### config.mk
export PLATFORM = sky130hd
export DESIGN_NAME = clause_ctrl
export DESIGN_NICKNAME = d
export VERILOG_FILES = /design/src/rtl/clause_ctrl.sv
export SDC_FILE = /design/constraint.sdc
export NUM_CORES = 1
export LEC_CHECK = 0
export CAP_MARGIN = 40
export CORE_MARGIN = 2
export CORE_UTILIZATION = 32
export DETAILED_ROUTE_END_ITERATION = 16
export PLACE_DENSITY = 0.75
export SETUP_SLACK_MARGIN = 0.2
export SYNTH_ARGS = -nofsm -noshare
export SYNTH_HDL_FRONTEND = slang
export SYNTH_SLANG_ARGS = --single-unit
### constraint.sdc
create_clock -name clk -period 1.4 [get_ports clk]
set_input_delay 0.14 -clock clk [delete_from_list [all_inputs] [get_ports clk]]
set_output_delay 0.14 -clock clk [all_outputs]
set_load 0.005 [all_outputs]
### src/rtl/clause_ctrl.sv
// Per-clause controller: loads literal codes into a chain of literal cells and
// classifies the clause (unresolved / satisfied / unit / conflict) on request.
module clause_ctrl #(
    parameter int NUM_LITS = 8,
    parameter int IDX_W    = 3
) (
    input  logic                  clk,
    input  logic                  rst,
    input  logic                  load_valid_i,
    output logic                  load_ready_o,
    input  logic [1:0]            load_lit_i,
    input  logic                  load_last_i,
    output logic [NUM_LITS-1:0]   wr_o,
    output logic [2*NUM_LITS-1:0] lit_o,
    input  logic                  eval_start_i,
    input  logic [1:0]            freelitcnt_i,
    input  logic [NUM_LITS-1:0]   clausesat_i,
    input  logic [NUM_LITS-1:0]   cclause_i,
    output logic                  imp_drv_o,
    output logic                  cclause_drv_o,
    input  logic                  conflict_ack_i,
    output logic                  done_o,
    output logic [1:0]            result_o,
    output logic                  ovf_o,
    output logic [2:0]            state_o
);

    // Load handshake: a beat transfers in any cycle where load_valid_i and
    // load_ready_o are both high; ready is high only in IDLE and LOAD.

    typedef enum logic [2:0] {
        IDLE  = 3'd0,
        LOAD  = 3'd1,
        EVAL  = 3'd2,
        IMPLY = 3'd3,
        CHECK = 3'd4,
        CDRV  = 3'd5
    } state_e;

    localparam int         CNT_W     = IDX_W + 1;
    localparam logic [1:0] RES_UNRES = 2'b00;
    localparam logic [1:0] RES_SAT   = 2'b01;
    localparam logic [1:0] RES_IMP   = 2'b10;
    localparam logic [1:0] RES_CONF  = 2'b11;

    state_e           state_q, state_d;
    logic [CNT_W-1:0] idx_q, idx_d;
    logic [1:0]       result_q, result_d;
    logic             ovf_q, ovf_d;
    logic             beat;
    logic             in_range;

    // Ready is forced low while reset is asserted, not just after it.
    assign load_ready_o = rst & ((state_q == IDLE) | (state_q == LOAD));
    assign beat         = load_valid_i & load_ready_o;
    assign in_range     = (idx_q < CNT_W'(NUM_LITS));

    always_comb begin
        state_d       = state_q;
        idx_d         = idx_q;
        ovf_d         = ovf_q;
        result_d      = result_q;
        wr_o          = '0;
        lit_o         = '0;
        done_o        = 1'b0;
        imp_drv_o     = (state_q == IMPLY);
        cclause_drv_o = (state_q == CDRV);
        unique case (state_q)
            IDLE, LOAD: begin
                if (beat) begin
                    if (state_q == IDLE) ovf_d = 1'b0;
                    if (in_range) begin
                        for (int k = 0; k < NUM_LITS; k++) begin
                            if (CNT_W'(k) == idx_q) begin
                                wr_o[k]        = 1'b1;
                                lit_o[2*k +: 2] = load_lit_i;
                            end
                        end
                        idx_d = idx_q + CNT_W'(1);
                    end else begin
                        ovf_d = 1'b1;
                    end
                    if (load_last_i) begin
                        // Clear stale literals above the final beat (lit stays 00).
                        for (int k = 0; k < NUM_LITS; k++) begin
                            if (CNT_W'(k) > idx_q) wr_o[k] = 1'b1;
                        end
                        idx_d   = '0;
                        state_d = IDLE;
                    end else begin
                        state_d = LOAD;
                    end
                end else if ((state_q == IDLE) && eval_start_i) begin
                    state_d = EVAL;
                end
            end
            EVAL: begin
                if (|clausesat_i) begin
                    done_o   = 1'b1;
                    result_d = RES_SAT;
                    state_d  = IDLE;
                end else if (freelitcnt_i == 2'b01) begin
                    state_d = IMPLY;
                end else if (freelitcnt_i == 2'b00) begin
                    done_o   = 1'b1;
                    result_d = RES_CONF;
                    state_d  = CDRV;
                end else begin
                    done_o   = 1'b1;
                    result_d = RES_UNRES;
                    state_d  = IDLE;
                end
            end
            IMPLY: state_d = CHECK;
            CHECK: begin
                done_o = 1'b1;
                if (|cclause_i) begin
                    result_d = RES_CONF;
                    state_d  = CDRV;
                end else begin
                    result_d = RES_IMP;
                    state_d  = IDLE;
                end
            end
            CDRV: if (conflict_ack_i) state_d = IDLE;
            default: state_d = IDLE;
        endcase
    end

    // result_d equals result_q except on a done cycle, so the strobe cycle
    // already shows the new result and it is held afterwards.
    assign result_o = result_d;
    assign ovf_o    = ovf_q;
    assign state_o  = state_q;

    always_ff @(posedge clk or negedge rst) begin
        if (!rst) begin
            state_q  <= IDLE;
            idx_q    <= '0;
            result_q <= RES_UNRES;
            ovf_q    <= 1'b0;
        end else begin
            state_q  <= state_d;
            idx_q    <= idx_d;
            result_q <= result_d;
            ovf_q    <= ovf_d;
        end
    end

endmodule

Word-level counts from Yosys, hierarchy flattened
Cells that the tools add are included.
- bits in registers: 10
- latch bits: 0
- RAM bits: 0
- ROM bits: 0
- output and inout bits: 34
- word-level logic and storage cells: 96
- memories: 0
- add/sub/neg operators: 1
- multiply operators: 0
- div/mod/pow operators: 0
- magnitude comparators: 9
- equality and inequality tests: 16
- shifts and indexed selects: 0
- muxes and demuxes: 52
- bitwise gates (word level): 3
- reduce and logical (&&, ||, !) cells: 11
- operators by type and width (operator ; number):
    $mux 16 ; 3
    $mux 8 ; 4
    $mux 1 ; 22
    $mux 2 ; 11
    $mux 3 ; 7
    $eq 3x4->1 const A ; 4
    $gt 3x4->1 const A ; 4
    $reduce_or 8->1 ; 2
    $pmux 3 s5 ; 1
    $eq 2x4->1 const A ; 2
    $gt 1x4->1 const A ; 2
    $gt 2x4->1 const A ; 2
    $mux 4 ; 2
    $eq 3x2->1 const B ; 2
    $eq 3x3->1 const B ; 2
    $reduce_and 3->1 ; 2
    $add 4x1->4 const B ; 1
    $eq 1x4->1 const A ; 1
    $logic_not 4->1 ; 1
    $lt 4x4->1 const B ; 1
    $ne 2x1->1 const B ; 2
    $pmux 2 s2 ; 1
    $eq 3x1->1 const B ; 1
    $logic_not 3->1 ; 1
    10 further kinds ; 11

Depth between registers and ports, before layout
- depth after elaboration: 7
- gate-level depth with buffers: 6

Least setup slack after synthesis
OpenSTA, ideal clock, no wires.
- path type: register -> output
- from: register state_q[2] (netlist: state_o[2])
- to: output wr_o[5]
- data arrival time: 1317 ps
- required time: 1260 ps
- slack: -57 ps
- cell stages (with the launch flop): 6
- path buffers: 2
- cells stage by stage: dfrtp_1 buf_4 nand4bb_1 or2_1 clkbuf_1 a211oi_1
- cells in the longest elaborated chain, start to end: 6
- RTL lines (item ; line ; RTL):
    from (decl) ; 46 ; state_e state_q, state_d;
    from (signal assigned) ; 143 ; state_q <= state_d;
    $eq 3x1->1 / $logic_not 3->1 (equally long branches) ; 54, 68 ;
    $or 1x1->1 ; 54 ; assign load_ready_o = rst & ((state_q == IDLE) | (state_q == LOAD));
    $and 1x1->1 ; 54 ;
    $and 1x1->1 ; 55 ; assign beat = load_valid_i & load_ready_o;
    $mux 8 ; 70 ; if (beat) begin
    $mux 8 (*) ; 68 ; unique case (state_q)
    to (decl) ; 13 ; output logic [NUM_LITS-1:0] wr_o,
Every way passes the cells marked *; elsewhere a longest branch is shown, timed or not.

Worst setup path in the final report
- from: register state_q[1] (netlist: state_o[1])
- to: output lit_o[6]
- cells in the longest elaborated chain, start to end: 6
- RTL lines (item ; line ; RTL):
    $eq 3x1->1 / $logic_not 3->1 (equally long branches) ; 54, 68 ;
    $or 1x1->1 ; 54 ;
    $and 1x1->1 ; 54 ;
    $and 1x1->1 ; 55 ;
    $mux 16 ; 70 ;
    $mux 16 (*) ; 68 ;
    to (decl) ; 14 ; output logic [2*NUM_LITS-1:0] lit_o,
Marks and branches as above.

==> metrics.json <==
{
  "max_freq_ghz": 0.522,
  "cts.root.buffer_cell": "sky130_fd_sc_hd__clkbuf_4",
  "dp.final_hpwl_mm": 2.85,
  "ff_latch_area_um2": 253,
  "rsz_0062_raised_after_global_routing": "yes",
  "die_x_um": 57.8,
  "drc": 0,
  "max_slew_margin_pct": 77.9,
  "holdBufCountCts": 0,
  "ys_types": 39,
  "synth_sequential_area_ratio_pct": 27.0,
  "ys_ff_latch": 10,
  "grt_first_pass_wirelength_mm": 7.32,
  "area_delta_synth_final_pct": 138,
  "worst-slew-pin-transition_ns": 0.330,
  "worst_ep_required_time_ns": 1.26,
  "start_util_pct": 33.6,
  "drt_wl_total_mm": 4.57,
  "post-route-cell-area_um2": 2210,
  "ys.flop_type": "sky130_fd_sc_hd__dfrtp_1",
  "setup_tns_ns": -11.55,
  "final_antenna_net_count": 0,
  "wire_per_inst_um": 16.9,
  "syn_area_per_cell_um2": 7.66,
  "clk_path_buf_depth": 2,
  "critPathMaxFanout": 3,
  "final.period_utilization_pct": 137,
  "drive_above_1_share_pct": 60.0,
  "first_global_vias": 1502,
  "floorplan.die.height_um": 57.8,
  "overflow": 0,
  "final_period_minus_worst_setup_slack_ns": 1.92,
  "route.detailed.vias_per_inst": 5.32,
  "postPlaceCellArea_um2": 1780,
  "detailedPlace.worstSlack_ns": -0.767,
  "criticalPathCategory": "reg -> out",
  "result_of_the_run": "complete, but fails checks",
  "count_of_flip_flops_with_a_built_in_enable_after_synthesis": 0,
  "cts_num_sinks": 10,
  "synthCells": 121,
  "clk_pin_slew_ns": 0.08,
  "slew_violations": 0,
  "synthesis.yosys.warnings": 0,
  "numPortBuffers": 59,
  "drt-pass1-iter-count": 4,
  "setup_viol": 38,
  "grt_util_all_layers_pct": 28.6,
  "cts_inserted_buffers": 3,
  "design.die.area_um2": 3340,
  "place.gp.congestion": 0.865,
  "synthesis.nets": 151,
  "worstRegToRegCells": 8,
  "combined_area_of_the_multi_input_logic_cells_um2": 843,
  "yosys-top-cells-count": "sky130_fd_sc_hd__nor2_1, sky130_fd_sc_hd__nand2_1, sky130_fd_sc_hd__dfrtp_1, sky130_fd_sc_hd__inv_1, sky130_fd_sc_hd__and3_1",
  "p_per_area_nw_per_um2": 1550,
  "synth_async_sr_flop_share_pct": 100,
  "crit_path_end_kind": "primary output",
  "post-synth-top-count-cell": "sky130_fd_sc_hd__nor2_1",
  "coreArea_um2": 2760,
  "final_hold_vios": 0,
  "leakage_nw": 1.07,
  "tritoncts_clock_tree": "done",
  "num-nets-final": 271,
  "vdd_drop_max_mv": 1.43,
  "top_cell_type_by_total_area_after_synthesis": "sky130_fd_sc_hd__dfrtp_1",
  "cts.htree.levels": 1,
  "rows": 19,
  "layout.filler_cells": 159,
  "maxCapViolations": 0,
  "worst_path_arrival_time_ns": 1.78,
  "post-route-worst-setup-slack_ns": -0.515,
  "grt_max_degree": 13,
  "synth.area.top_cells": "sky130_fd_sc_hd__dfrtp_1, sky130_fd_sc_hd__nor2_1, sky130_fd_sc_hd__ha_1",
  "via_total_after_detailed_routing": 1443,
  "number_of_antenna_violations_at_the_first_check_in_global_routing": 0,
  "ios": 60,
  "post_synth_instance_area_um2": 927,
  "detailedRoute.firstIterationViolations": 76,
  "n_antenna_cell": 0,
  "post_synth_top_area_share_pct": 27.0,
  "fin_skew_ns": 0.0119,
  "violations": "negative setup slack",
  "worst_hold_path_type": "in -> async",
  "cp-start-kind": "register",
  "worst_skew_pair.late_latency_ns": 0.29
}
critical path: stages, from the launching register on:
cell and delay, ns:
sky130_fd_sc_hd__dfrtp_1 0.41, sky130_fd_sc_hd__nand4bb_4 0.24, sky130_fd_sc_hd__buf_6 0.15, sky130_fd_sc_hd__nor3_4 0.18, sky130_fd_sc_hd__buf_4 0.16, sky130_fd_sc_hd__and3_1 0.14
sky130_fd_sc_hd__clkdlybuf4s15_2 0.20
metrics by stage:
stage	total power [mW]	hold WS, ns	utilization [%]	instances
2_1_floorplan	1.37	-0.156	-	121
3_3_place_gp	2.29	0.488	64.6	235
3_5_place_dp	2.36	0.504	64.6	235
4_1_cts	3.19	0.212	77.1	268
5_1_grt	3.60	0.333	80.1	271
6_report	3.43	0.323	80.1	271
state kept, by name, indices dropped and copies added, names as in the netlist:
register / count
idx_q: 4
result_q: 2
ovf_o: 1
state_o: 3
area by class of cell:
class	instances	share of cell area [%]
inverter	9	1.64
multi-input combinational	95	38.2
timing repair buffer	122	45.3
clock buffer	4	1.64
sequential	10	11.4
tap	31	1.76
power breakdown:
| group | leakage [nW] | switching (mW) | internal, mW |
|---|---|---|---|
| combinational | 0.931 | 1.18 | 1.39 |
| sequential | 0.121 | 0.152 | 0.418 |
| clock | 0.0210 | 0.125 | 0.159 |
kinds of logic after synthesis:
kind of cell	count (synthesis)	share of synthesized area, %
adder cells (fa/ha/maj)	4	5.40
AO/OA/AOI/OAI	26	19.0
AND/OR/NAND/NOR	63	38.9
flip-flops	10	27.0
buffers and inverters	16	7.56
multiplexers	2	2.16
worst paths after layout:
path                                 from          end  slack [ns]
min                                   rst     idx_q[2]        0.32
min in group clk           clausesat_i[6]  result_q[0]        0.41
max reg2reg                    state_o[1]   state_o[0]       -0.28
max in group asynchronous             rst     idx_q[1]        0.90
min reg2reg                         ovf_o        ovf_o        0.50
max                            state_o[1]     lit_o[6]       -0.52
layer usage:
| layer | part of all wire (%) | vias up | global-route usage (%) |
|---|---|---|---|
| met5 | 0 | - | 0 |
| met4 | 2.9 | 0 | 9.30 |
| met3 | 4.3 | 13 | 4.91 |
| met2 | 51 | 55 | 48.5 |
| met1 | 41 | 706 | 37.0 |
| li1 | - | 669 | - |
placed cells by master (no fill, tap or decap), drive strengths merged, types with 2 or more instances in the layout:
master,netlist,final
a211oi,4,4
a21o,2,2
a21oi,5,5
and3,7,7
and4,2,2
buf,4,93
clkbuf,3,6
clkdlybuf4s15,0,4
clkdlybuf4s50,0,11
dfrtp,10,10
dlygate4sd2,0,12
ha,4,4
inv,9,9
mux2i,2,2
nand2,11,11
nand3,5,5
nor2,22,22
nor3,5,5
nor4,3,3
o21ai,7,7
or4,2,2
what timing repair did:
action | in CTS | in global routing
endpoints found under the hold margin | 0 | 0
pin swaps | 38 | 16
endpoints found under the setup margin | 44 | 43
setup buffers | 29 | 3
resized for setup | 201 | 21
No activity file was read; power rests on OpenSTA's default activity.
